===== config.mk =====
export PLATFORM = sky130hd
export DESIGN_NAME = n25q_spi_target
export DESIGN_NICKNAME = d
export VERILOG_FILES = /design/src/rtl/n25q_pkg.sv /design/src/rtl/n25q_spi_sync_edge.sv /design/src/rtl/n25q_spi_target.sv
export SDC_FILE = /design/constraint.sdc
export NUM_CORES = 1
export LEC_CHECK = 0
export BUFFER_PORTS_ARGS = -buffer_cell sky130_fd_sc_hd__clkbuf_2
export CORE_MARGIN = 2
export CORE_UTILIZATION = 51
export CTS_BUF_LIST = sky130_fd_sc_hd__clkbuf_2 sky130_fd_sc_hd__clkbuf_4 sky130_fd_sc_hd__clkbuf_8
export CTS_CLUSTER_SIZE = 8
export DETAILED_ROUTE_END_ITERATION = 6
export PLACE_DENSITY = 0.74
export SETUP_SLACK_MARGIN = 0.3
export SLEW_MARGIN = 10
export SYNTH_ARGS = -nofsm -noshare
export SYNTH_HDL_FRONTEND = slang
export SYNTH_SLANG_ARGS = --single-unit

===== constraint.sdc =====
create_clock -name ifclk -period 2.5 [get_ports ifclk]
set_input_delay 0.375 -clock ifclk [delete_from_list [all_inputs] [get_ports ifclk]]
set_output_delay 0.375 -clock ifclk [all_outputs]
set_load 0.1 [all_outputs]

===== src/rtl/n25q_pkg.sv =====
// Shared opcodes, state encoding and status-register layout for the N25Q SPI flash responder.
// Optional build macro: N25Q_TARGET_FAST_READ_EN adds the FAST_READ (0x0B) dummy-cycle state.
package n25q_pkg;

  localparam logic [7:0] OP_READ      = 8'h03;
  localparam logic [7:0] OP_FAST_READ = 8'h0B;
  localparam logic [7:0] OP_PP        = 8'h02;
  localparam logic [7:0] OP_WREN      = 8'h06;
  localparam logic [7:0] OP_WRDI      = 8'h04;
  localparam logic [7:0] OP_RDSR      = 8'h05;
  localparam logic [7:0] OP_RDID      = 8'h9F;

  localparam int SR_WIP = 0;
  localparam int SR_WEL = 1;

  typedef enum logic [3:0] {
    ST_IDLE,
    ST_CMD,
    ST_ADDR,
    ST_RD_DATA,
    ST_WR_DATA,
    ST_STATUS,
    ST_ID,
    ST_IGNORE
`ifdef N25Q_TARGET_FAST_READ_EN
    , ST_DUMMY
`endif
  } state_e;

  // WEL update requested by WREN/WRDI, applied only when csb rises on the byte boundary.
  typedef enum logic [1:0] {
    WEL_KEEP,
    WEL_SET,
    WEL_CLR
  } wel_op_e;

  function automatic logic [7:0] status_byte(input logic wip, input logic wel);
    logic [7:0] sr;
    sr         = 8'h00;
    sr[SR_WIP] = wip;
    sr[SR_WEL] = wel;
    return sr;
  endfunction

  function automatic logic drives_miso(input state_e s);
    return (s == ST_RD_DATA) || (s == ST_STATUS) || (s == ST_ID);
  endfunction

endpackage


===== src/rtl/n25q_spi_sync_edge.sv =====
// Two-flop synchronizer for one SPI pin plus single-cycle rise/fall pulses in the ifclk domain.
module n25q_spi_sync_edge (
  input  logic ifclk,
  input  logic reset,
  input  logic din,
  output logic rise,
  output logic fall
);

  logic meta_q, meta_d;
  logic sync_q, sync_d;
  logic prev_q, prev_d;

  always_comb begin
    meta_d = din;
    sync_d = meta_q;
    prev_d = sync_q;
  end

  // Resetting every stage to 0 means a csb held low through reset never
  // produces a fall, so the host must deselect and reselect to start a command.
  always_ff @(posedge ifclk) begin
    if (reset) begin
      meta_q <= 1'b0;
      sync_q <= 1'b0;
      prev_q <= 1'b0;
    end else begin
      meta_q <= meta_d;
      sync_q <= sync_d;
      prev_q <= prev_d;
    end
  end

  assign rise = sync_q & ~prev_q;
  assign fall = ~sync_q & prev_q;

endmodule


===== src/rtl/n25q_spi_target.sv =====
// N25Q SPI flash responder: oversamples host pins in ifclk and serves a byte-wide memory port.
// Optional build macro: N25Q_TARGET_FAST_READ_EN enables FAST_READ (0x0B) with 8 dummy clocks.
module n25q_spi_target
  import n25q_pkg::*;
#(
  parameter int          ADDR_W    = 24,
  parameter logic [23:0] JEDEC_ID  = 24'h20BA18,
  parameter int          PAGE_LOG2 = 8
) (
  input  logic              ifclk,
  input  logic              reset,
  input  logic              sclk,
  input  logic              csb,
  input  logic              mosi,
  output logic              miso,
  output logic              miso_oe,
  output logic [ADDR_W-1:0] mem_addr,
  output logic              mem_re,
  input  logic [7:0]        mem_rdata,
  output logic              mem_we,
  output logic [7:0]        mem_wdata,
  input  logic              mem_busy
);

  localparam logic [2:0] ADDR_LAST = 3'(ADDR_W / 8 - 1);

  logic sclk_rise, sclk_fall, csb_rise, csb_fall;

  n25q_spi_sync_edge u_sclk_sync (
    .ifclk (ifclk),
    .reset (reset),
    .din   (sclk),
    .rise  (sclk_rise),
    .fall  (sclk_fall)
  );

  n25q_spi_sync_edge u_csb_sync (
    .ifclk (ifclk),
    .reset (reset),
    .din   (csb),
    .rise  (csb_rise),
    .fall  (csb_fall)
  );

  state_e            state_q, state_d;
  logic [2:0]        bit_cnt_q, bit_cnt_d;
  logic [2:0]        addr_byte_q, addr_byte_d;
  logic [6:0]        rx_q, rx_d;
  logic [7:0]        tx_q, tx_d;
  logic [7:0]        next_q, next_d;
  logic [23:0]       id_q, id_d;
  logic [ADDR_W-2:0] addr_sh_q, addr_sh_d;
  logic [ADDR_W-1:0] mem_addr_q, mem_addr_d;
  logic [7:0]        mem_wdata_q, mem_wdata_d;
  logic              is_prog_q, is_prog_d;
`ifdef N25Q_TARGET_FAST_READ_EN
  logic              is_fast_q, is_fast_d;
`endif
  logic              wel_q, wel_d;
  wel_op_e           wel_op_q, wel_op_d;
  logic              pp_seen_q, pp_seen_d;
  logic              rd_valid_q, rd_valid_d;
  logic              mem_re_q, mem_re_d;
  logic              mem_we_q, mem_we_d;
  logic              miso_q, miso_d;
  logic              miso_oe_q, miso_oe_d;
  logic              mosi_meta_q, mosi_meta_d;
  logic              mosi_sync_q, mosi_sync_d;

  logic [7:0] rx_byte;
  logic [7:0] src_byte;
  logic       byte_done;

  // NOTE: every always_comb output gets a default first, so no path can infer a latch.
  always_comb begin
    state_d     = state_q;
    bit_cnt_d   = bit_cnt_q;
    addr_byte_d = addr_byte_q;
    rx_d        = rx_q;
    tx_d        = tx_q;
    id_d        = id_q;
    addr_sh_d   = addr_sh_q;
    mem_addr_d  = mem_addr_q;
    mem_wdata_d = mem_wdata_q;
    is_prog_d   = is_prog_q;
`ifdef N25Q_TARGET_FAST_READ_EN
    is_fast_d   = is_fast_q;
`endif
    wel_d       = wel_q;
    wel_op_d    = wel_op_q;
    pp_seen_d   = pp_seen_q;
    rd_valid_d  = mem_re_q;
    next_d      = rd_valid_q ? mem_rdata : next_q;
    mem_re_d    = 1'b0;
    mem_we_d    = 1'b0;
    miso_d      = miso_q;
    mosi_meta_d = mosi;
    mosi_sync_d = mosi_meta_q;
    rx_byte     = {rx_q, mosi_sync_q};
    byte_done   = sclk_rise && (bit_cnt_q == 3'd7);
    src_byte    = 8'h00;

    if (csb_rise) begin
      // Deselect beats any same-cycle sclk edge; partial bytes and prefetches are dropped.
      state_d   = ST_IDLE;
      bit_cnt_d = 3'd0;
      if (wel_op_q == WEL_SET) wel_d = 1'b1;
      else if (wel_op_q == WEL_CLR) wel_d = 1'b0;
      if (pp_seen_q) wel_d = 1'b0;
      wel_op_d  = WEL_KEEP;
      pp_seen_d = 1'b0;
    end else if (state_q == ST_IDLE) begin
      if (csb_fall) begin
        state_d   = ST_CMD;
        bit_cnt_d = 3'd0;
      end
    end else begin
      if (sclk_rise) begin
        rx_d      = rx_byte[6:0];
        bit_cnt_d = bit_cnt_q + 3'd1;
      end

      case (state_q)
        ST_CMD: if (byte_done) begin
          addr_byte_d = 3'd0;
          is_prog_d   = 1'b0;
`ifdef N25Q_TARGET_FAST_READ_EN
          is_fast_d   = 1'b0;
`endif
          case (rx_byte)
            OP_READ: state_d = ST_ADDR;
            OP_PP: begin
              pp_seen_d = 1'b1;
              if (wel_q && !mem_busy) begin
                state_d   = ST_ADDR;
                is_prog_d = 1'b1;
              end else begin
                state_d = ST_IGNORE;
              end
            end
            OP_WREN: begin
              state_d  = ST_IGNORE;
              wel_op_d = WEL_SET;
            end
            OP_WRDI: begin
              state_d  = ST_IGNORE;
              wel_op_d = WEL_CLR;
            end
            OP_RDSR: state_d = ST_STATUS;
            OP_RDID: begin
              state_d = ST_ID;
              id_d    = JEDEC_ID;
            end
`ifdef N25Q_TARGET_FAST_READ_EN
            OP_FAST_READ: begin
              state_d   = ST_ADDR;
              is_fast_d = 1'b1;
            end
`endif
            default: state_d = ST_IGNORE;
          endcase
        end

        ST_ADDR: if (sclk_rise) begin
          addr_sh_d = {addr_sh_q[ADDR_W-3:0], mosi_sync_q};
          if (bit_cnt_q == 3'd7) begin
            if (addr_byte_q == ADDR_LAST) begin
              mem_addr_d = {addr_sh_q, mosi_sync_q};
              if (is_prog_q) begin
                state_d = ST_WR_DATA;
              end else begin
                mem_re_d = 1'b1;
                state_d  = ST_RD_DATA;
`ifdef N25Q_TARGET_FAST_READ_EN
                if (is_fast_q) state_d = ST_DUMMY;
`endif
              end
            end else begin
              addr_byte_d = addr_byte_q + 3'd1;
            end
          end
        end

        ST_WR_DATA: begin
          // Advance only after the strobe so the write sees the address it belongs to.
          if (mem_we_q)
            mem_addr_d = {mem_addr_q[ADDR_W-1:PAGE_LOG2],
                          mem_addr_q[PAGE_LOG2-1:0] + PAGE_LOG2'(1)};
          if (byte_done) begin
            mem_we_d    = 1'b1;
            mem_wdata_d = rx_byte;
          end
        end

        ST_IGNORE: if (sclk_rise) wel_op_d = WEL_KEEP;

`ifdef N25Q_TARGET_FAST_READ_EN
        ST_DUMMY: if (byte_done) state_d = ST_RD_DATA;
`endif

        default: ;
      endcase

      if (sclk_fall && drives_miso(state_q)) begin
        if (bit_cnt_q == 3'd0) begin
          case (state_q)
            ST_STATUS: src_byte = status_byte(mem_busy, wel_q);
            ST_ID: begin
              src_byte = id_q[23:16];
              id_d     = {id_q[15:0], 8'h00};
            end
            default: begin
              // The first byte may land in this very cycle, so bypass the buffer.
              src_byte   = rd_valid_q ? mem_rdata : next_q;
              mem_addr_d = mem_addr_q + ADDR_W'(1);
              mem_re_d   = 1'b1;
            end
          endcase
          miso_d = src_byte[7];
          tx_d   = {src_byte[6:0], 1'b0};
        end else begin
          miso_d = tx_q[7];
          tx_d   = {tx_q[6:0], 1'b0};
        end
      end
    end

    miso_oe_d = drives_miso(state_d);
    if (!miso_oe_d) miso_d = 1'b0;
  end

  // NOTE: sequential state is updated with non-blocking assignments only.
  always_ff @(posedge ifclk) begin
    if (reset) begin
      state_q     <= ST_IDLE;
      bit_cnt_q   <= 3'd0;
      addr_byte_q <= 3'd0;
      rx_q        <= 7'd0;
      tx_q        <= 8'h00;
      next_q      <= 8'h00;
      id_q        <= 24'h0;
      addr_sh_q   <= '0;
      mem_addr_q  <= '0;
      mem_wdata_q <= 8'h00;
      is_prog_q   <= 1'b0;
`ifdef N25Q_TARGET_FAST_READ_EN
      is_fast_q   <= 1'b0;
`endif
      wel_q       <= 1'b0;
      wel_op_q    <= WEL_KEEP;
      pp_seen_q   <= 1'b0;
      rd_valid_q  <= 1'b0;
      mem_re_q    <= 1'b0;
      mem_we_q    <= 1'b0;
      miso_q      <= 1'b0;
      miso_oe_q   <= 1'b0;
      mosi_meta_q <= 1'b0;
      mosi_sync_q <= 1'b0;
    end else begin
      state_q     <= state_d;
      bit_cnt_q   <= bit_cnt_d;
      addr_byte_q <= addr_byte_d;
      rx_q        <= rx_d;
      tx_q        <= tx_d;
      next_q      <= next_d;
      id_q        <= id_d;
      addr_sh_q   <= addr_sh_d;
      mem_addr_q  <= mem_addr_d;
      mem_wdata_q <= mem_wdata_d;
      is_prog_q   <= is_prog_d;
`ifdef N25Q_TARGET_FAST_READ_EN
      is_fast_q   <= is_fast_d;
`endif
      wel_q       <= wel_d;
      wel_op_q    <= wel_op_d;
      pp_seen_q   <= pp_seen_d;
      rd_valid_q  <= rd_valid_d;
      mem_re_q    <= mem_re_d;
      mem_we_q    <= mem_we_d;
      miso_q      <= miso_d;
      miso_oe_q   <= miso_oe_d;
      mosi_meta_q <= mosi_meta_d;
      mosi_sync_q <= mosi_sync_d;
    end
  end

  assign miso      = miso_q;
  assign miso_oe   = miso_oe_q;
  assign mem_addr  = mem_addr_q;
  assign mem_re    = mem_re_q;
  assign mem_we    = mem_we_q;
  assign mem_wdata = mem_wdata_q;

endmodule

# Word-level counts from Yosys, hierarchy flattened
# Index checks and enable logic that the tools add are counted.
# word_totals
output_inout_bits,36
inputBits,14
regBits,130
# op_classes
eq_ne,27
mux,55
n_addsub,4
bitwise_logic,12
reduce_logical,30
# ops
cell,count
two-way mux 24 bit,12
case mux 24 bit (2 select lines),1
two-way mux 4 bit,7
two-way mux 3 bit,9
"adder 24 x 1 -> 24 bit, second input constant",1
"== test 4 x 3 -> 1 bit, second input constant",6
"== test 8 x 3 -> 1 bit, second input constant",3
two-way mux 8 bit,3
"== test 8 x 2 -> 1 bit, second input constant",2
case mux 8 bit (2 select lines),1
AND reduction 4 bit,4
two-way mux 1 bit,15
"== test 4 x 2 -> 1 bit, second input constant",3
"!= test 2 bit, second input constant",6
case mux 3 bit (4 select lines),1
"adder 8 x 1 -> 8 bit, second input constant",1
"== test 8 bit, second input constant",1
inverter 1 bit,8
case mux 2 bit (2 select lines),2
case mux 4 bit (2 select lines),1
AND reduction 7 bit,1
"adder 3 x 1 -> 3 bit, second input constant",2
case mux 3 bit (2 select lines),1
AND reduction 2 bit,3
other kinds (20),34

# Logic depth before layout (Yosys ltp)
# logic_depth
word_depth,13
ltp_mapped,11

# Hierarchy
# A second synthesis with hierarchy kept.
# unflattened
cells_unflattened,687
area_unflattened_um2,5910.7
# by_module_without_submodules
module,instances,area_each_um2,cells_per_inst
n25q_spi_target,1,5728.0,671
n25q_spi_sync_edge,2,91.3,8

# Worst setup path before layout
# OpenSTA, ideal clock, no wires.
# synth_timing
path_kind,register to register
from,register mem_addr_q[0] (netlist: mem_addr[0])
to,register mem_addr_q[20] (netlist: mem_addr[20])
t_arrival_ps,2554
setup_slack_ps,-132
path_buffers,0
period_less_slack_ps,2632
stages_incl_launch_ff,8
t_required_ps,2422
setup_time_ps,78
cell_sequence,dfxtp_1 > ha_1 > nand3_1 > nor2_1 > and3_1 > nand4_1 > mux2_1 > nor3_1
# synth_via
elab_chain_cells,4
# synth_lines
item,line_no,rtl
from (decl),n25q_spi_target.sv:53,"logic [ADDR_W-1:0] mem_addr_q, mem_addr_d;"
from (signal assigned),n25q_spi_target.sv:268,mem_addr_q <= mem_addr_d;
adder 24 x 1 -> 24 bit,n25q_spi_target.sv:215,mem_addr_d = mem_addr_q + ADDR_W'(1);
two-way mux 24 bit,n25q_spi_target.sv:206,case (state_q)
two-way mux 24 bit,n25q_spi_target.sv:205,if (bit_cnt_q == 3'd0) begin
two-way mux 24 bit,n25q_spi_target.sv:204,if (sclk_fall && drives_miso(state_q)) begin
# No other way between the ends.
# A chain may end at the register's enable or synchronous reset.

# Worst setup path in the final report
# layout_timing
from,register bit_cnt_q[0]
to,register mem_addr_q[14] (netlist: mem_addr[14])
# layout_via
elab_chain_cells,7
word_cells_on_any_way,8
classes_between,1 x eq/ne; 6 x mux; 1 x reduce/logical
# layout_lines
item,line_no,rtl
from (decl),n25q_spi_target.sv:46,"logic [2:0] bit_cnt_q, bit_cnt_d;"
from (signal assigned),n25q_spi_target.sv:261,bit_cnt_q <= bit_cnt_d;
== test 3 bit,n25q_spi_target.sv:166,if (bit_cnt_q == 3'd7) begin
two-way mux 24 bit,n25q_spi_target.sv:166,
two-way mux 24 bit,n25q_spi_target.sv:164,ST_ADDR: if (sclk_rise) begin
case mux 24 bit (2 select lines),n25q_spi_target.sv:123,case (state_q)
two-way mux 24 bit,n25q_spi_target.sv:206,
two-way mux 24 bit,n25q_spi_target.sv:205,
two-way mux 24 bit *,n25q_spi_target.sv:204,
# Every way passes the cells marked *; elsewhere a longest branch is shown, timed or not.

==> flow_summary.toml <==
[outcome]
status = "finished clean"

[clocking]
clk_path_buf_depth = 2
cts_tree = "built"
root_buffer = "clkbuf_8"
clk_pin_slew_ns = 0.08
hold_buffers = 0
clock_sinks = 129
worstSkewPairLatency_ns = 0.46
cts_inserted_buffers = 17
h-tree-depth = 4

[pwr]
ir_worst_vdd_mv = 0.401
p_clk_share_pct = 45.6
p_leak_nw = 2.52
p_int_mw = 3.15
sequentialPowerShare_pct = 50.5
power.total_mw = 4.11
power.density_nw_per_um2 = 583
switching_share_pct = 23.4
p_sw_mw = 0.963
combPwrFrac_pct = 3.9

[synth]
synth.area.mux_share_pct = 5.22
avgSynthCellArea_um2 = 8.38
async_flop_share_pct = 0
synth_area_um2 = 6110
synth.distinct_cells = 71
yosys_warnings = 0
synth_top_family_by_area = "simple AND/OR/NAND/NOR gates"
synth_edf_count = 0
synthSimpleGateAreaFrac_pct = 27.6
synth_compound_area_share_pct = 18.4
syn-instance-count = 729
ys.flop_type = "dfxtp_1"
synth-adder-area-share_pct = 1.23
ys_seq_area_share_pct = 42.3
synth_nets = 749
ys_seq_elements = 129
synthXorXnorAreaFrac_pct = 0.553

[sta]
fmax_ghz = 0.469
worst_slack_ns = 0.368
hold_viol_final = 0
period_needed_ns = 2.13
grt_setup_unrepaired = "true"
setup_viol = 0
period_share_pct = 85.3
clock_skew_ns = 0.0104
slew_viol_final = 0
tightest_slew_ns = 0.550
slew_headroom_pct = 63.5
setup-tns-final_ns = 0

[global_routing]
grt_pass1_vias = 5256
grt_overflow = 0
grt_pass1_wl_mm = 24.9
grt_max_degree = 50
grtUsageTotal_pct = 23.9
antenna_found_initial = 0

[critical_path]
reg2reg_depth = 8
r2r_start = "bit_cnt_q[0]$_SDFFE_PP0P_"
worstPathRequired_ns = 2.84
cp-startpoint = "bit_cnt_q[0]$_SDFFE_PP0P_"
cp-end-kind = "register"
worstSetupStartpointType = "register"
crit_path_max_fanout = 15
worstSetupPathType = "reg2reg"
critical_path_arrival_ns = 2.47

[floorplanning]
rows = 39
io_pins = 50
start_util_pct = 52.9
die_w_um = 113
die_y_um = 113
die_area_um2 = 12900
core_um2 = 11600

[drt]
drtPass1Iterations = 5
post-route-drc-count = 0
topRoutingLayerUsed = "met4"
num_vias = 5575
m1WireLength_mm = 6.61
wl_met2_mm = 6.97
postRouteAntennaNets = 0
wl_per_cell_um = 15.9
dr.first_iter.drc_count = 527
finalWirelength_mm = 14.8
viasPerCell = 5.98
met3WireLength_um = 787

[finish]
final_common_cell = "dfxtp_1"
nets = 797
mostFrequentLayoutCells = "dfxtp_1 (112), nand2_1 (91), nor2_1 (86), a21oi_1 (70), clkbuf_2 (48)"
antenna_cells = 0
fin_util_pct = 60.9
area_growth_pct = 15.3
drive_above_1_share_pct = 20.7

[min_path]
holdCritPathClass = "in2reg"
holdPathStages = 2
hp-start = "mosi"

[place]
io_buffers = 49
dp_hpwl_mm = 10.2
dp_slack_ns = 0.152
place.gp.congestion = 0.882

[run]
maxCapViolCount = 0
-- routing by layer --
layer | global-route usage, % | up-vias
met1 | 30.6 | 2655
met4 | 11.1 | 0
met5 | 0 | -
met2 | 38.3 | 175
met3 | 5.84 | 44
li1 | - | 2701
-- Yosys cell counts, types with 14 or more instances --
| cell | number | area, µm² |
|---|---|---|
| a211oi_1 | 16 | 120 |
| a21oi_1 | 70 | 350 |
| and3_1 | 14 | 87.6 |
| clkbuf_1 | 26 | 97.6 |
| dfxtp_1 | 129 | 2580 |
| mux2i_1 | 24 | 240 |
| nand2_1 | 92 | 345 |
| nand3_1 | 28 | 140 |
| nor2_1 | 86 | 323 |
| nor2b_1 | 20 | 125 |
| nor3_1 | 26 | 130 |
| o21ai_0 | 21 | 105 |
-- critical path, stage by stage (launching register included) --
cell	delay, ns
dfxtp_1	0.34
ha_1	0.21
ha_1	0.17
and3b_2	0.26
nand3_1	0.14
buf_6	0.19
nor3_1	0.06
or3_1	0.36
a311oi_1	0.29
-- power by group through the flow --
stage	sequential, mW	combinational (mW)	clock (mW)
floorplan	2.16	0.0812	0
CTS	2.08	0.156	1.90
detailed placement	2.13	0.156	0
finish	2.08	0.159	1.87
global route	2.08	0.173	1.98
global placement	2.13	0.152	0
-- kinds of logic after synthesis --
group / Yosys count
AND/OR/NAND/NOR: 327
adder cells (fa/ha/maj): 6
AO/OA/AOI/OAI: 173
buffers and inverters: 61
flip-flops: 129
XOR/XNOR: 3
multiplexers: 30
-- through the flow --
step / cells / hold slack (ns) / area [µm²]
CTS: 931 / 0.109 / 6980
global route: 932 / 0.135 / 7040
finish: 932 / 0.124 / 7040
floorplan: 729 / 0.414 / 6130
global placement: 900 / 0.419 / 6550
detailed placement: 900 / 0.427 / 6550
-- area by class of cell --
cell class | instances | area [µm²]
fillers | 981 | 4520
multi-input cells | 539 | 3290
flip-flops and latches | 129 | 2620
repair buffers | 81 | 504
clock buffers | 20 | 263
well taps | 143 | 179
clock inverters | 11 | 155
inverters | 9 | 33.8
-- state kept, by name, indices dropped and copies added, names as in the netlist, 2 cells and up --
name	flops
addr_sh_q	23
next_q	8
rx_q	7
id_q	24
wel_op_q	2
tx_q	7
addr_byte_q	3
mem_wdata	8
state_q	4
bit_cnt_q	3
mem_addr	24
-- timing repair --
item,4_1_cts,5_1_grt
endpoints found under the setup margin,32,36
setup buffers,0,1
pin swaps,0,2
gates resized for setup,6,14
cloned,0,0
-- path summary, 6_finish.rpt --
path / slack, ns / endpoint
max reg2reg: 0.37 / mem_addr[14]$_SDFFE_PP0P_
min reg2reg: 0.44 / u_sclk_sync.prev_d$_SDFF_PP0_
min: 0.12 / mosi_meta_q$_SDFF_PP0_
max: 0.37 / mem_addr[14]$_SDFFE_PP0P_
Power figures use the tool's default switching activity.
